**src/rtl/mult_ctrl_if.sv**
```systemverilog
`default_nettype none
// ============================================================================
//  Module      : mult_ctrl_if
//  Description : Signal bundle between the shift-add multiplier controller,
//                its requesting unit and its datapath. Abort signals exist
//                only when MULT_CTRL_ABORT_EN is defined.
//  Revision    : 1.0  initial release
// ============================================================================
interface mult_ctrl_if;
  // Requester handshake
  logic start;
  logic busy;
  logic done;
  // Datapath control and status
  logic b_lsb;
  logic a_sel;
  logic b_sel;
  logic prod_sel;
  logic add_sel;
  logic enable;
`ifdef MULT_CTRL_ABORT_EN
  logic abort;
  logic aborted;

  // Requester/datapath side
  modport master (
    output start, b_lsb, abort,
    input  busy, done, a_sel, b_sel, prod_sel, add_sel, enable, aborted
  );

  // Controller side
  modport slave (
    input  start, b_lsb, abort,
    output busy, done, a_sel, b_sel, prod_sel, add_sel, enable, aborted
  );
`else
  // Requester/datapath side
  modport master (
    output start, b_lsb,
    input  busy, done, a_sel, b_sel, prod_sel, add_sel, enable
  );

  // Controller side
  modport slave (
    input  start, b_lsb,
    output busy, done, a_sel, b_sel, prod_sel, add_sel, enable
  );
`endif
endinterface : mult_ctrl_if
`default_nettype wire

```
**src/rtl/mult_ctrl.sv**
```systemverilog
`default_nettype none
// ============================================================================
//  Module      : mult_ctrl
//  Description : Moore FSM sequencing a shift-add multiplier datapath:
//                LOAD operands, SIZE add/shift RUN steps, one-cycle DONE.
//                Optional abort support when MULT_CTRL_ABORT_EN is defined.
//  Revision    : 1.0  initial release
// ============================================================================
module mult_ctrl #(
  parameter int SIZE  = 32,  // operand width / number of iterations
  parameter int CNT_W = 6    // iteration counter width, 2**CNT_W > SIZE
) (
  input  wire logic  clk,
  input  wire logic  reset,  // asynchronous, active low
  mult_ctrl_if.slave bus
);

  typedef enum logic [1:0] {
    S_IDLE = 2'd0,
    S_LOAD = 2'd1,
    S_RUN  = 2'd2,
    S_DONE = 2'd3
  } state_t;

  localparam logic [CNT_W-1:0] c_cnt_last = CNT_W'(SIZE - 1);

  state_t           state_q, state_d;
  logic [CNT_W-1:0] cnt_q, cnt_d;
  // b_lsb already shows the post-edge B bit 0, so it is delayed one cycle
  // to give add_sel the bit currently held in register B.
  logic             lsb_q, lsb_d;
`ifdef MULT_CTRL_ABORT_EN
  logic             aborted_q, aborted_d;
`endif

  // State, counter and delayed LSB registers
  always_ff @(posedge clk or negedge reset) begin
    if (!reset) begin
      state_q   <= S_IDLE;
      cnt_q     <= '0;
      lsb_q     <= 1'b0;
`ifdef MULT_CTRL_ABORT_EN
      aborted_q <= 1'b0;
`endif
    end else begin
      state_q   <= state_d;
      cnt_q     <= cnt_d;
      lsb_q     <= lsb_d;
`ifdef MULT_CTRL_ABORT_EN
      aborted_q <= aborted_d;
`endif
    end
  end

  // Next-state, counter and LSB capture
  always_comb begin
    state_d   = state_q;
    cnt_d     = cnt_q;
    lsb_d     = lsb_q;
`ifdef MULT_CTRL_ABORT_EN
    aborted_d = 1'b0;
`endif
    case (state_q)
      S_IDLE: begin
        if (bus.start) state_d = S_LOAD;
      end
      S_LOAD: begin
        lsb_d   = bus.b_lsb;
        cnt_d   = '0;
        state_d = S_RUN;
      end
      S_RUN: begin
        lsb_d = bus.b_lsb;
        // Counter stops at its last value so it never wraps
        if (cnt_q == c_cnt_last) begin
          state_d = S_DONE;
        end else begin
          cnt_d = cnt_q + 1'b1;
        end
      end
      S_DONE: begin
        state_d = S_IDLE;
      end
      default: begin
        state_d = S_IDLE;
      end
    endcase
`ifdef MULT_CTRL_ABORT_EN
    // Abort takes priority over the final RUN -> DONE transition
    if (bus.abort && (state_q == S_LOAD || state_q == S_RUN)) begin
      state_d   = S_IDLE;
      aborted_d = 1'b1;
    end
`endif
  end

  // Moore output decode from state and lsb_q only
  always_comb begin
    bus.enable   = 1'b0;
    bus.a_sel    = 1'b0;
    bus.b_sel    = 1'b0;
    bus.prod_sel = 1'b0;
    bus.add_sel  = 1'b0;
    bus.busy     = 1'b0;
    bus.done     = 1'b0;
    case (state_q)
      S_LOAD: begin
        bus.enable = 1'b1;
        bus.busy   = 1'b1;
      end
      S_RUN: begin
        bus.enable   = 1'b1;
        bus.a_sel    = 1'b1;
        bus.b_sel    = 1'b1;
        bus.prod_sel = 1'b1;
        bus.add_sel  = lsb_q;
        bus.busy     = 1'b1;
      end
      S_DONE: begin
        bus.done = 1'b1;
      end
      default: begin
      end
    endcase
  end

`ifdef MULT_CTRL_ABORT_EN
  assign bus.aborted = aborted_q;
`endif

endmodule : mult_ctrl
`default_nettype wire

```
**src/flat_wrapper.sv**
```systemverilog
// flat-port wrapper written by rule: the top's interface ports become plain ports
module mult_ctrl_flat 
#(
  parameter int SIZE  = 32,                                         
  parameter int CNT_W = 6                                               
)
  (clk, reset, bus_start, bus_b_lsb, bus_busy, bus_done, bus_a_sel, bus_b_sel, bus_prod_sel, bus_add_sel, bus_enable);
  mult_ctrl_if bus_i ();
  input  wire logic clk;
  input  wire logic reset;
  input wire logic [$bits(bus_i.start)-1:0] bus_start;
  input wire logic [$bits(bus_i.b_lsb)-1:0] bus_b_lsb;
  output wire logic [$bits(bus_i.busy)-1:0] bus_busy;
  output wire logic [$bits(bus_i.done)-1:0] bus_done;
  output wire logic [$bits(bus_i.a_sel)-1:0] bus_a_sel;
  output wire logic [$bits(bus_i.b_sel)-1:0] bus_b_sel;
  output wire logic [$bits(bus_i.prod_sel)-1:0] bus_prod_sel;
  output wire logic [$bits(bus_i.add_sel)-1:0] bus_add_sel;
  output wire logic [$bits(bus_i.enable)-1:0] bus_enable;
  assign bus_i.start = bus_start;
  assign bus_i.b_lsb = bus_b_lsb;
  assign bus_busy = bus_i.busy;
  assign bus_done = bus_i.done;
  assign bus_a_sel = bus_i.a_sel;
  assign bus_b_sel = bus_i.b_sel;
  assign bus_prod_sel = bus_i.prod_sel;
  assign bus_add_sel = bus_i.add_sel;
  assign bus_enable = bus_i.enable;
  mult_ctrl #(.SIZE(SIZE), .CNT_W(CNT_W)) u_core (.clk(clk), .reset(reset), .bus(bus_i));
endmodule
```
**config.mk**
```make
export PLATFORM = sky130hd
export DESIGN_NAME = mult_ctrl_flat
export DESIGN_NICKNAME = d
export VERILOG_FILES = /design/src/rtl/mult_ctrl_if.sv /design/src/rtl/mult_ctrl.sv /design/src/flat_wrapper.sv
export SDC_FILE = /design/constraint.sdc
export NUM_CORES = 1
export LEC_CHECK = 0
export ABC_CLOCK_PERIOD_IN_PS = 3350
export CAP_MARGIN = 5
export CORE_MARGIN = 2
export CORE_UTILIZATION = 45
export CTS_CLUSTER_SIZE = 25
export DETAILED_ROUTE_END_ITERATION = 6
export PLACE_DENSITY = 0.79
export SLEW_MARGIN = 20
export SYNTH_ARGS = -nofsm -noshare
export SYNTH_HDL_FRONTEND = slang
export SYNTH_SLANG_ARGS = --single-unit
export TNS_END_PERCENT = 50
```
**constraint.sdc**
```tcl
create_clock -name clk -period 3.35 [get_ports clk]
set_input_delay 0.67 -clock clk [delete_from_list [all_inputs] [get_ports clk]]
set_output_delay 0.67 -clock clk [all_outputs]
set_load 0.01 [all_outputs]
```
# Yosys cells after proc, flatten, opt, wreduce, memory -nomap -nowiden
# Cells that the tools add are included.
# op_classes
reduce_logical,5
n_mux,9
n_addsub,1
eq_ne,7
# ops
cell,n
$pmux 6 s2,1
$pmux 2 s4,1
$add 6x1->6 const B,1
$eq 6x5->1 const B,1
$mux 6,1
$eq 2x2->1 const B,2
$mux 1,4
$mux 2,2
$ne 2x2->1 const B,2
$reduce_and 2->1,2
$eq 2x1->1 const B,1
$logic_not 2->1,1
$ne 2x1->1 const B,1
$reduce_bool 2->1,1
$reduce_or 2->1,1
# word_totals
wordCells,25
register_bits,9
inputBits,4

# Depth between registers and ports, before layout
# depth
word_depth,3
mapped_depth,6

# Least setup slack after synthesis
# Ideal clock, no wire load.
# synth_timing
path_kind,flip-flop to output port
start,register u_core.state_q[0]
end,output port bus_add_sel
stages_incl_launch_ff,6
setup_slack_ps,1327
path_buffers,2
t_arrival_ps,1353
path_cell_list,dfrtp_1 -> inv_1 -> ha_1 -> buf_2 -> clkbuf_1 -> and2_1
# synth_between
elab_chain_len,2
# synth_rtl
element,line,rtl
"start, declared",mult_ctrl.sv:27,"state_t state_q, state_d;"
"start signal, assigned",mult_ctrl.sv:46,state_q <= state_d;
$eq 2x2->1,mult_ctrl.sv:106,case (state_q)
$mux 1,mult_ctrl.sv:106,
"end, declared",flat_wrapper.sv:18,output wire logic [$bits(bus_i.add_sel)-1:0] bus_add_sel;
# Every way passes these cells.

# Worst setup path in the final report
# Ends and elaborated chain as after synthesis.

==> metrics.cfg <==
[sta]
finalCriticalPeriod_ps=2640
slew_headroom_pct=71.9
worst_slew_pin_slew_ps=420
period_share_pct=78.7
slew_viol_final=0
rsz0062_at_grt=no
setup_slack_ps=714
fin_tns_setup_ps=0
setup_viol=0
fin_worst_skew_ps=7.35
hold_viol_final=0
max_freq_mhz=379

[logic_synthesis]
synthCells=61
synthTopCellsByCount=dfrtp_1 (9), ha_1 (5), inv_1 (4), nand3_1 (4)
ys_seq_area_share_pct=38.2
ys_ff_latch=9
synthArstFlopShare_pct=100
synthesis.area_um2=589
yosys.area.top_type_share_pct=38.2
yosysUniqueCellTypes=29
yosys_warnings=0
synth.avg_cell_area_um2=9.66
yosys.area.top_type=dfrtp_1
synth_area_leaders=dfrtp_1 (38%), ha_1 (11%), buf_4 (3.8%)
synthFlopType=dfrtp_1
yosysMostFrequentCell=dfrtp_1
synth_nets=70
synth_edf_count=0

[clocking]
cts.repair.resized=0
htree_levels=1
cts_tree=built
cts.path.max_buffers=2
clock_latency_ps=260
cts_inserted_buffers=3
post_cts_buffers=0
cts_sinks=9
cts-root-buf=clkbuf_4
clk_pin_slew_ps=70
hold_buffers=0

[placement]
io_buffers=10
place_inst=82
dp_slack_ps=998
hpwl_um=812
finalWeightedCongestion=0.732

[run]
drv_cap=0

[power]
total_leakage_power_nw=0.295
peakVddDrop_uv=466
power_density_nw_per_um2=934

[die]
die_x_um=40.2
ios=11
die_h_um=40.2
die-area_um2=1620
initial_core_util_pct=46.4
rows=13
core_um2=1270

[global_routing]
grt_overflow=0
grt_use_total_pct=18.2
antenna_found_initial=0
grt_max_degree=13
grt_first_pass_wirelength_mm=1.88
grt_pass1_vias=449

[drt]
post_drt_wl_per_cell_um=12.8
drt_iter0_drc=7
vias=493
drt.antenna.violating_nets=0
routed_wl_mm=1.10
drc_errors=0
vias_per_cell=5.73
drtPass1Iterations=4

[critical_path]
regToRegSetupSlack_ps=1740
start_kind=register
max_stage_delay_ps=520
crit_chain=inv_1 > ha_1 > buf_4 > and2_1 > clkdlybuf4s50_1
worstSetupPathType=reg -> out
required_ps=2680
cp_slowest_cell=clkdlybuf4s50_1
critical_path.top_delay_family=buffers and inverters
critPathBufInv=3
end_kind=output pin
worst_ep_arrival_time_ps=1970
critPathMaxFanout=12

[layout]
layout.cells.non_filler=86
drive_gt1_share_pct=9.86
n_antenna_cell=0
syn2layout_area_growth_pct=20.6
nets=81
multi_input_area_um2=318
n_fill_cell=128
register_area_um2=225

[run_status]
status=finished, final reports clean

[hold_path]
hp-class=reg -> reg

-- path summary, 6_finish.rpt --
| check | from | to | cells past startpoint |
|---|---|---|---|
| max in group asynchronous | reset | u_core.cnt_q[1]$_DFFE_PN0P_ | 1 |
| worst max-delay path | u_core.state_q[0]$_DFFE_PN0P_ | bus_add_sel | 5 |
| worst max register to register | u_core.state_q[0]$_DFFE_PN0P_ | u_core.cnt_q[5]$_DFFE_PN0P_ | 5 |
| worst min-delay path | u_core.lsb_q$_DFFE_PN0P_ | u_core.lsb_q$_DFFE_PN0P_ | 1 |
| worst min register to register | u_core.lsb_q$_DFFE_PN0P_ | u_core.lsb_q$_DFFE_PN0P_ | 1 |
| min in group asynchronous | reset | u_core.state_q[1]$_DFFE_PN0P_ | 1 |
-- worst reg2reg max path, cell delays in order (launching register included) --
cell and delay, ps:
dfrtp_1 400, inv_1 100, ha_1 310, or2b_1 250, or4_1 390, nand3_1 80
-- metrics by stage --
stage | hold WS [ps] | utilization [%] | area [um2] | total power [mW]
after floorplan | 374 | - | 589 | 0.461
after CTS | 503 | 56.0 | 711 | 0.666
after global placement | 483 | 53.9 | 684 | 0.570
after global routing | 533 | 56.0 | 711 | 0.725
after detailed placement | 488 | 53.9 | 684 | 0.579
final | 499 | 56.0 | 711 | 0.663
-- routing by layer --
metal	GRT usage [%]	vias up	routed length, um
met2	29.4	7	507
met3	6.67	5	34
li1	-	243	-
met1	20.6	238	528
met5	0	-	0
met4	10.0	0	27
-- logic make-up (layout without fill, tap and decap cells) --
family / after synthesis / count (layout) / synth area share, %
AND/OR/NAND/NOR: 23 / 23 / 24.4
AO/OA/AOI/OAI: 14 / 14 / 17.0
flip-flops: 9 / 9 / 38.2
buffers and inverters: 9 / 19 / 7.85
adder cells (fa/ha/maj): 5 / 5 / 10.6
multiplexers: 1 / 1 / 1.91
-- area by class of cell --
| class | count | area share (%) |
|---|---|---|
| multi-input combinational | 43 | 44.7 |
| timing repair buffer | 11 | 15.1 |
| sequential | 9 | 31.7 |
| inverter | 4 | 2.11 |
| tap | 15 | 2.64 |
| clock buffer | 4 | 3.70 |
-- report_power, final --
group          leakage [nW]  total [mW]  switching, mW  internal [mW]
combinational         0.165       0.383          0.179          0.204
clock                0.0150      0.0863         0.0404         0.0460
sequential            0.116       0.194         0.0418          0.152
-- cells in the final DEF, fill, tap and decap left out, drive strengths merged, types with 2 or more instances in the layout --
master	n
a211oi	2
a311oi	2
a31oi	3
and2	2
clkbuf	4
clkdlybuf4s50	10
dfrtp	9
ha	5
inv	4
nand3	5
nand4	2
nor2b	3
nor3b	3
o21ai	3
-- state kept, by name, indices dropped and copies added, names as in the netlist --
name,count
u_core.cnt_q,6
u_core.lsb_q,1
u_core.state_q,2
(Power assumes the default switching activity.)
